**src/rtl/mem_arb_pkg.sv**
```systemverilog
// Shared definitions for the two-requester main-memory arbiter.
// The state encoding is one-hot.
package mem_arb_pkg;

  typedef enum logic [3:0] {
    ST_IDLE    = 4'b0001,
    ST_GRANT0  = 4'b0010,
    ST_GRANT1  = 4'b0100,
    ST_RELEASE = 4'b1000
  } arb_state_t;

  localparam logic REQ_I = 1'b0;
  localparam logic REQ_D = 1'b1;

  localparam logic [31:0] MMIO_BASE = 32'h1000_0000;

endpackage

```
**src/rtl/mem_arb_stats.sv**
```systemverilog
// Saturating 32-bit activity counters for mem_arbiter.
// This module is instantiated only when ARB_STATS_EN is defined.
module mem_arb_stats
  import mem_arb_pkg::*;
(
  input  logic        clk,
  input  logic        resetn,
  input  logic        grant0_entry,
  input  logic        grant1_entry,
  input  logic        wait_cycle,
  output logic [31:0] stat_grant0,
  output logic [31:0] stat_grant1,
  output logic [31:0] stat_wait
);

  // Each counter holds at all-ones rather than wrapping back to zero.
  always_ff @(posedge clk or negedge resetn) begin
    if (!resetn) begin
      stat_grant0 <= '0;
      stat_grant1 <= '0;
      stat_wait   <= '0;
    end else begin
      if (grant0_entry && stat_grant0 != 32'hFFFF_FFFF)
        stat_grant0 <= stat_grant0 + 32'd1;
      if (grant1_entry && stat_grant1 != 32'hFFFF_FFFF)
        stat_grant1 <= stat_grant1 + 32'd1;
      if (wait_cycle && stat_wait != 32'hFFFF_FFFF)
        stat_wait <= stat_wait + 32'd1;
    end
  end

endmodule

```
**src/rtl/mem_arbiter.sv**
```systemverilog
// Round-robin, burst-locked arbiter that shares the mem_prin port between two cache requesters.
// Defining ARB_STATS_EN adds the saturating grant and wait counters (stat_* ports).
module mem_arbiter
  import mem_arb_pkg::*;
#(
  parameter int BURST_WORDS = 2,
  parameter int ADDR_W      = 32,
  parameter int DATA_W      = 32
) (
  input  logic              clk,
  input  logic              resetn,
  input  logic              req0_valid,
  input  logic [ADDR_W-1:0] req0_addr,
  input  logic [DATA_W-1:0] req0_wdata,
  input  logic [3:0]        req0_wstrb,
  output logic              req0_ready,
  output logic [DATA_W-1:0] req0_rdata,
  input  logic              req1_valid,
  input  logic [ADDR_W-1:0] req1_addr,
  input  logic [DATA_W-1:0] req1_wdata,
  input  logic [3:0]        req1_wstrb,
  output logic              req1_ready,
  output logic [DATA_W-1:0] req1_rdata,
  output logic              mem_valid_MP,
  output logic [ADDR_W-1:0] mem_addr_MP,
  output logic [DATA_W-1:0] mem_wdata_MP,
  output logic [3:0]        mem_wstrb_MP,
  input  logic [DATA_W-1:0] mem_rdata_MP,
  input  logic              mem_ready_MP,
  output logic [1:0]        grant
`ifdef ARB_STATS_EN
  ,
  output logic [31:0]       stat_grant0,
  output logic [31:0]       stat_grant1,
  output logic [31:0]       stat_wait
`endif
);

  localparam int CNT_W = $clog2(BURST_WORDS) + 1;

  arb_state_t       state, next_state;
  logic             rr_ptr;
  logic [CNT_W-1:0] beat_cnt;
  logic             in_grant;
  logic             owner_valid;
  logic             last_beat;
  logic             exit_grant;

  always_comb begin
    in_grant    = (state == ST_GRANT0) || (state == ST_GRANT1);
    owner_valid = 1'b0;
    if (state == ST_GRANT0) owner_valid = req0_valid;
    if (state == ST_GRANT1) owner_valid = req1_valid;
    last_beat  = mem_ready_MP && (beat_cnt == CNT_W'(BURST_WORDS - 1));
    exit_grant = in_grant && (!owner_valid || last_beat);
  end

  always_comb begin
    next_state = state;
    unique case (state)
      ST_IDLE: begin
        if (req0_valid && req1_valid)
          next_state = (rr_ptr == REQ_D) ? ST_GRANT1 : ST_GRANT0;
        else if (req0_valid)
          next_state = ST_GRANT0;
        else if (req1_valid)
          next_state = ST_GRANT1;
      end
      ST_GRANT0, ST_GRANT1: begin
        if (exit_grant) next_state = ST_RELEASE;
      end
      ST_RELEASE: next_state = ST_IDLE;
      default:    next_state = ST_IDLE;
    endcase
  end

  always_ff @(posedge clk or negedge resetn) begin
    if (!resetn) state <= ST_IDLE;
    else         state <= next_state;
  end

  // An abandoned burst counts no further beats; either exit points rr_ptr at the other side.
  always_ff @(posedge clk or negedge resetn) begin
    if (!resetn) begin
      rr_ptr   <= REQ_I;
      beat_cnt <= '0;
    end else if (exit_grant) begin
      beat_cnt <= '0;
      rr_ptr   <= (state == ST_GRANT0) ? REQ_D : REQ_I;
    end else if (in_grant && mem_ready_MP) begin
      beat_cnt <= beat_cnt + CNT_W'(1);
    end
  end

  // A ready that arrives after the owner has dropped valid is not forwarded.
  always_comb begin
    mem_valid_MP = 1'b0;
    mem_addr_MP  = '0;
    mem_wdata_MP = '0;
    mem_wstrb_MP = '0;
    req0_ready   = 1'b0;
    req0_rdata   = '0;
    req1_ready   = 1'b0;
    req1_rdata   = '0;
    grant        = '0;
    unique case (state)
      ST_GRANT0: begin
        mem_valid_MP = req0_valid;
        mem_addr_MP  = req0_addr;
        mem_wdata_MP = req0_wdata;
        mem_wstrb_MP = req0_wstrb;
        req0_ready   = mem_ready_MP && req0_valid;
        req0_rdata   = mem_rdata_MP;
        grant[REQ_I] = 1'b1;
      end
      ST_GRANT1: begin
        mem_valid_MP = req1_valid;
        mem_addr_MP  = req1_addr;
        mem_wdata_MP = req1_wdata;
        mem_wstrb_MP = req1_wstrb;
        req1_ready   = mem_ready_MP && req1_valid;
        req1_rdata   = mem_rdata_MP;
        grant[REQ_D] = 1'b1;
      end
      default: ;
    endcase
  end

`ifdef ARB_STATS_EN
  logic grant0_entry;
  logic grant1_entry;
  logic wait_cycle;

  always_comb begin
    grant0_entry = (state == ST_IDLE) && (next_state == ST_GRANT0);
    grant1_entry = (state == ST_IDLE) && (next_state == ST_GRANT1);
    wait_cycle   = ((state == ST_GRANT0) && req1_valid) ||
                   ((state == ST_GRANT1) && req0_valid);
  end

  mem_arb_stats u_stats (
    .clk          (clk),
    .resetn       (resetn),
    .grant0_entry (grant0_entry),
    .grant1_entry (grant1_entry),
    .wait_cycle   (wait_cycle),
    .stat_grant0  (stat_grant0),
    .stat_grant1  (stat_grant1),
    .stat_wait    (stat_wait)
  );
`endif

endmodule
```
**config.mk**
```make
export PLATFORM = sky130hd
export DESIGN_NAME = mem_arbiter
export DESIGN_NICKNAME = d
export VERILOG_FILES = /design/src/rtl/mem_arb_pkg.sv /design/src/rtl/mem_arb_stats.sv /design/src/rtl/mem_arbiter.sv
export SDC_FILE = /design/constraint.sdc
export NUM_CORES = 1
export LEC_CHECK = 0
export BUFFER_PORTS_ARGS = -buffer_cell sky130_fd_sc_hd__clkbuf_2
export CORE_AREA = 2 2 120 122
export DETAILED_ROUTE_END_ITERATION = 8
export DIE_AREA = 0 0 122 124
export SLEW_MARGIN = 5
export SYNTH_ARGS = -nofsm -noshare
export SYNTH_HDL_FRONTEND = slang
export SYNTH_SLANG_ARGS = --single-unit
```
**constraint.sdc**
```tcl
create_clock -name clk -period 4.5 [get_ports clk]
set_input_delay 0.9 -clock clk [delete_from_list [all_inputs] [get_ports clk]]
set_output_delay 0.9 -clock clk [all_outputs]
set_load 0.005 [all_outputs]
```
==> summary.md, run 1 <==
| Metric | Value |
|---|---|
| Status | complete, no violations |
| Syn Area/Cell | between 7 and 8 um2 |
| Fmax | 0.335 GHz |
| Synth area leader | a22o_1 |
| Kind of cell adding the most delay to the critical path | buffers and inverters |
| Simple-Gate Fraction of Synth Area | 0.357 |
| Buffers & Inverters on Critical Path | 2 |
| Root Driver | clkbuf_16 |
| Max_slew headroom | 0.657 |
| Most frequent cells after synthesis | a22o_1 (68), and2_1 (64), clkbuf_1 (12), buf_2 (6), dfrtp_1 (6) |
| Die area | about 15000 um2 |
| First drt pass iteration count | 4 |
| Crit path capture type | output port |
| Async SR Flop Fraction | 1.00 |
| DRT iter0 DRCs | 73 |
| # clock sinks | 7 |
| Routed WL | between 8000 and 9000 um |
| Cells after Synth | approximately 200 |
| Setup violations, final | 0 |
| Final ANT Viol Nets | 0 |
| Synth top area cells | a22o_1 (39%), and2_1 (26%), dfrtp_1 (9.9%) |
| Area of the multi-input gates | approximately 1200 um2 |
| TNS Setup | 0 ns |
| WL/cell | around 13 um |
| Critical path peak fanout | 52 |
| Yosys warning total | 0 |
| DRC | 0 |
| Routability cong. | slightly above 0.8 |
| Power per cell area | 331 nW/um2 |
| Synthesis-stage register bit count | 7 |
| Dpl ws | roughly 1.8 ns |
| Cells along the critical path | nand2b_1, nor3_4, buf_4, a22o_1, clkbuf_2 |
| Slew @ Worst Pin | slightly above 0.5 ns |
| H-tree Lvls | 1 |
| Total power | 1.09 mW |
| Placement-stage cell area | around 3200 um2 |
| Final period utilization | 0.664 |
| Netlist cell types | 31 |
| Die Ht | between 100 and 150 um |
| Slowest stage delay, CP | 0.48 ns |
| Cts bufs inserted | 3 |
| Register Area | approximately 180 um2 |
| Hold_ws | 0.507 ns |
| Setup CP Type | reg2out |
| Syn Nets | roughly 370 |
| Post-CTS setup buffer count | 0 |
| Gr busiest metal | met2 |
| Layout cell share with drive strength beyond 1 | 0.647 |
| Clock Pin Slew Worst Setup and Hold Paths | about 0.04 ns |
| Sequential share of the synthesized area | 0.116 |
| Compound-Gate Fraction of Synth Area | 0.449 |
| CP Data Arrival Time | 2.09 ns |
| Layout area overhead | 117% |
| Rows | between 40 and 50 |
| EDFF count, synth | 0 |
| Top-count cell post-synth | a22o_1 |
| Leak Pwr | about 2 nW |
| Critical path launch point | state[2]$_DFFE_PN0P_ |
| Skew final | roughly 0.0015 ns |
| Die outline width | about 120 um |
| Max-Cap Viols | 0 |
| Final worst setup slack | ~1.5 ns |
| Main synth FF type | dfrtp_1 |
| Initial antenna violation count | 0 |
| TritonCTS clock tree | done |
| Min-delay worst type | in2async |
| Yosys top cell area share | 0.391 |
| Fillers | between 1500 and 2000 |
| Final instance area | 3310 um2 |
| Largest family of logic cells by synthesized area | compound AO/OA/AOI/OAI gates |
| Final hold vios | 0 |
| Effective utilization at floorplan | 0.111 |
| Clock Path Buffers | 2 |
| Worst-skew pair later-pin latency | 0.23 ns |
| Overflow after GRT | 0 |
| Final Core Density | 0.241 |
| Post-Syn Area | 1520 um2 |
| Number of port buffers | slightly above 300 |
| GRT Total Usage | 0.0954 |
| Final period demand of the worst path | roughly 3.0 ns |
| Post-Layout Cell Count | just under 700 |
| Vias/cell | around 4.0 |
| Vias in the first global route | 2449 |
| Met1 Use GR | 0.111 |
| Max Slew Vio Count | 0 |
| Met2 GRT Util | 0.189 |
| Placed cells | ~670 |
| Core Area | 13700 um2 |
| Post-Synth XOR/XNOR Area | 0 |
| Peak VDD IR | between 0.0001 and 0.00015 V |
| PostCTS Resize Cnt | 0 |
| # IOs | 310 |
| Reg-to-Reg Start | state[3]$_DFFE_PN0P_ |
| Startpoint types | register |
| Final nets | 668 |
| Global-route wire length before repair | between 10000 and 15000 um |
| Hold buffers post-CTS | 0 |
| Post-synthesis mux area share | 0 |
| Largest net degree at the start of global routing | 56 |
| WP data required | between 3 and 4 ns |
| Adder-cell share of the synthesized area | 0.00822 |
| Via count | approximately 2700 |
| ANT cells | 0 |
| GR Layer Usage met3 | 0.0156 |
| RSZ-0062 raised after global routing | false |
| Post-DP HPWL | approximately 7600 um |
| Slowest-stage cell, CP | buf_4 |
worst register-to-register path, cell delays in order, from the launching register on:
cell	delay, ns
dfrtp_1	0.47
nor4b_4	0.27
buf_4	0.48
nand3_1	0.16
o211ai_1	0.13
o21ai_1	0.10
power breakdown:
group	total, mW	leakage [nW]	switching [mW]	internal [mW]
clock network	0.154	0.0382	0.0360	0.118
registers	0.137	0.0889	0.0428	0.0945
logic	0.803	1.87	0.386	0.417
cell type report:
cell class	instances	share of cell area
repair buffers	313	0.476
multi-input cells	167	0.376
well taps	180	0.0681
flip-flops and latches	7	0.0533
clock buffers	4	0.0238
inverters	2	0.00227
cell families (layout without fill, tap and decap cells):
family,Yosys count,count (layout)
AND/OR/NAND/NOR,84,84
AO/OA/AOI/OAI,82,82
buffers and inverters,24,319
flip-flops,7,7
adder cells (fa/ha/maj),1,1
sequential cells by signal, indices dropped and copies added (netlist names):
register  flops
rr_ptr        1
state         4
beat_cnt      2
cell usage in the layout (no fill, tap or decap), types with 2 or more instances in the layout:
master       n
inv_1        2
nor3_1       2
nand2b_1     2
clkbuf_2   309
a22o_1      68
nand3b_1     3
nand2_1      2
clkbuf_16    3
and2_1      64
dfrtp_1      6
a21oi_1      5
and3_1       2
buf_4        4
nor2b_1      4
layer usage:
metal	wire, um	up-vias
li1	-	1335
met1	3250	1167
met2	4540	180
met3	834	3
met4	27	0
met5	0	-
final timing paths:
path	endpoint	slack, ns	cells past startpoint
worst max-delay path	mem_wdata_MP[10]	1.51	5
worst max register to register	rr_ptr$_DFFE_PN0P_	2.77	5
worst min register to register	beat_cnt[0]$_DFFE_PN0P_	0.51	1
worst min-delay path	state[3]$_DFFE_PN0P_	0.51	1
max in group asynchronous	state[0]$_DFFE_PN1P_	3.75	1
min in group clk	beat_cnt[0]$_DFFE_PN0P_	0.51	1
(Power assumes the default switching activity.)
==> run 2: changes to the inputs <==
==> constraint.sdc (replaced) <==
create_clock -name clk -period 2.6 [get_ports clk]
set_input_delay 0.52 -clock clk [delete_from_list [all_inputs] [get_ports clk]]
set_output_delay 0.52 -clock clk [all_outputs]
set_load 0.005 [all_outputs]
==> summary.md, run 2 (synthesized netlist as in run 1, its figures left out) <==
| Metric | Value |
|---|---|
| Status | complete, no violations |
| Power per cell area | about 570 nW/um2 |
| Post-DP HPWL | about 7400 um |
| Vias/cell | around 4 |
| Die Ht | around 120 um |
| Final Core Density | 0.245 |
| Setup violations, final | 0 |
| Hold_ws | 0.119 ns |
| Max reg flops | 4 |
| Fmax | between 0.4 and 0.5 GHz |
| Overflow after GRT | 0 |
| Rows | 43 |
| Leak Pwr | roughly 2.0 nW |
| Worst r2r path cells | 5 |
| DRT iter0 DRCs | 75 |
| CP Data Arrival Time | between 1.5 and 2 ns |
| DRC | 0 |
| Root Driver | clkbuf_16 |
| RSZ-0062 raised after global routing | false |
| Global-route wire length before repair | 11700 um |
| Layout area overhead | 121% |
| Setup CP Type | reg2out |
| Reg-to-Reg Start | state[1]$_DFFE_PN0P_ |
| Final instance area | approximately 3400 um2 |
| Final period utilization | 0.877 |
| Reg-to-reg slack, setup | about 1.1 ns |
| Crit path capture type | output port |
| FF-to-FF End | rr_ptr$_DFFE_PN0P_ |
| Final nets | between 600 and 700 |
| ANT cells | 0 |
| Skew final | roughly 0.0014 ns |
| Effective utilization at floorplan | 0.111 |
| Worst-skew pair later-pin latency | between 0.2 and 0.25 ns |
| H-tree Lvls | 1 |
| Final hold vios | 0 |
| Cts bufs inserted | 3 |
| Max-Cap Viols | 0 |
| Peak VDD IR | approximately 0.00023 V |
| Slew @ Worst Pin | between 0.4 and 0.5 ns |
| Buffers & Inverters on Critical Path | 2 |
| Cells along the critical path | nor4b_4, buf_12, a22o_1, clkbuf_2 |
| Die outline width | approximately 120 um |
| Fillers | between 1500 and 2000 |
| Vias in the first global route | approximately 2300 |
| Min-delay worst type | in2async |
| WP data required | 2.08 ns |
| Kind of cell adding the most delay to the critical path | flip-flops |
| Placement-stage cell area | roughly 3300 um2 |
| Clock Pin Slew Worst Setup and Hold Paths | roughly 0.04 ns |
| Most frequent cells in the layout | clkbuf_2 (309), a22o_1 (68), and2_1 (64) |
| Final period demand of the worst path | around 2.3 ns |
| PostCTS Resize Cnt | 0 |
| Placed cells | about 670 |
| Biggest regs | state x4, beat_cnt x2, rr_ptr x1 |
| Startpoint types | register |
| TNS Setup | 0 ns |
| Clock Path Buffers | 2 |
| Routability cong. | roughly 0.76 |
| # IOs | 310 |
| Critical path peak fanout | 55 |
| Critical path launch point | state[1]$_DFFE_PN0P_ |
| Post-CTS setup buffer count | 0 |
| Largest net degree at the start of global routing | 56 |
| Post-Layout Cell Count | between 600 and 700 |
| TritonCTS clock tree | done |
| # clock sinks | 7 |
| First drt pass iteration count | 4 |
| Register Area | around 180 um2 |
| Layout cell share with drive strength beyond 1 | 0.647 |
| Hold buffers post-CTS | 0 |
| Core Area | roughly 14000 um2 |
| Final ANT Viol Nets | 0 |
| Max Slew Vio Count | 0 |
| GRT Total Usage | 0.0952 |
| Slowest-stage cell, CP | dfrtp_1 |
| Max_slew headroom | 0.697 |
| Initial antenna violation count | 0 |
| Largest Register | state |
| Slowest stage delay, CP | ~0.44 ns |
| Routed WL | a little under 9000 um |
| Area of the multi-input gates | 1240 um2 |
| Die area | 15100 um2 |
| WL/cell | approximately 13 um |
| Number of port buffers | approximately 310 |
| Via count | about 2700 |
| Most common cell after layout, fill and taps aside | clkbuf_2 |
[run 2: stage by stage]
stage / power (mW) / worst slack (ns)
final: 1.93 / 0.320
after detailed placement: 1.68 / 0.581
after global routing: 2.11 / 0.245
after global placement: 1.68 / 0.582
after floorplan: 0.995 / 0.707
after CTS: 1.96 / 0.325
[run 2: power by group]
| part | total (mW) | internal, mW | switching [mW] |
|---|---|---|---|
| Combinational | 1.43 | 0.762 | 0.671 |
| Sequential | 0.234 | 0.164 | 0.0708 |
| Clock | 0.263 | 0.204 | 0.0589 |
[run 2: layout make-up]
cell class,count,area share
inverter,2,0.00223
multi-input combinational,167,0.371
sequential,7,0.0525
clock buffer,4,0.0235
timing repair buffer,313,0.484
tap,180,0.0670
[run 2: worst max path at each step]
stage,endpoint,cells past startpoint
after global routing,mem_addr_MP[1],4
after floorplan,mem_wdata_MP[14],4
after CTS,mem_addr_MP[1],4
after detailed placement,mem_addr_MP[1],4
after global placement,mem_addr_MP[1],4
final,mem_addr_MP[1],4
[run 2: routing by layer]
| layer | vias up | GRT usage | share of wire |
|---|---|---|---|
| li1 | 1332 | - | - |
| met1 | 1207 | 0.119 | 0.40 |
| met2 | 162 | 0.177 | 0.52 |
| met3 | 2 | 0.0124 | 0.079 |
| met4 | 0 | 0.0151 | 0.0019 |
| met5 | - | 0 | 0 |
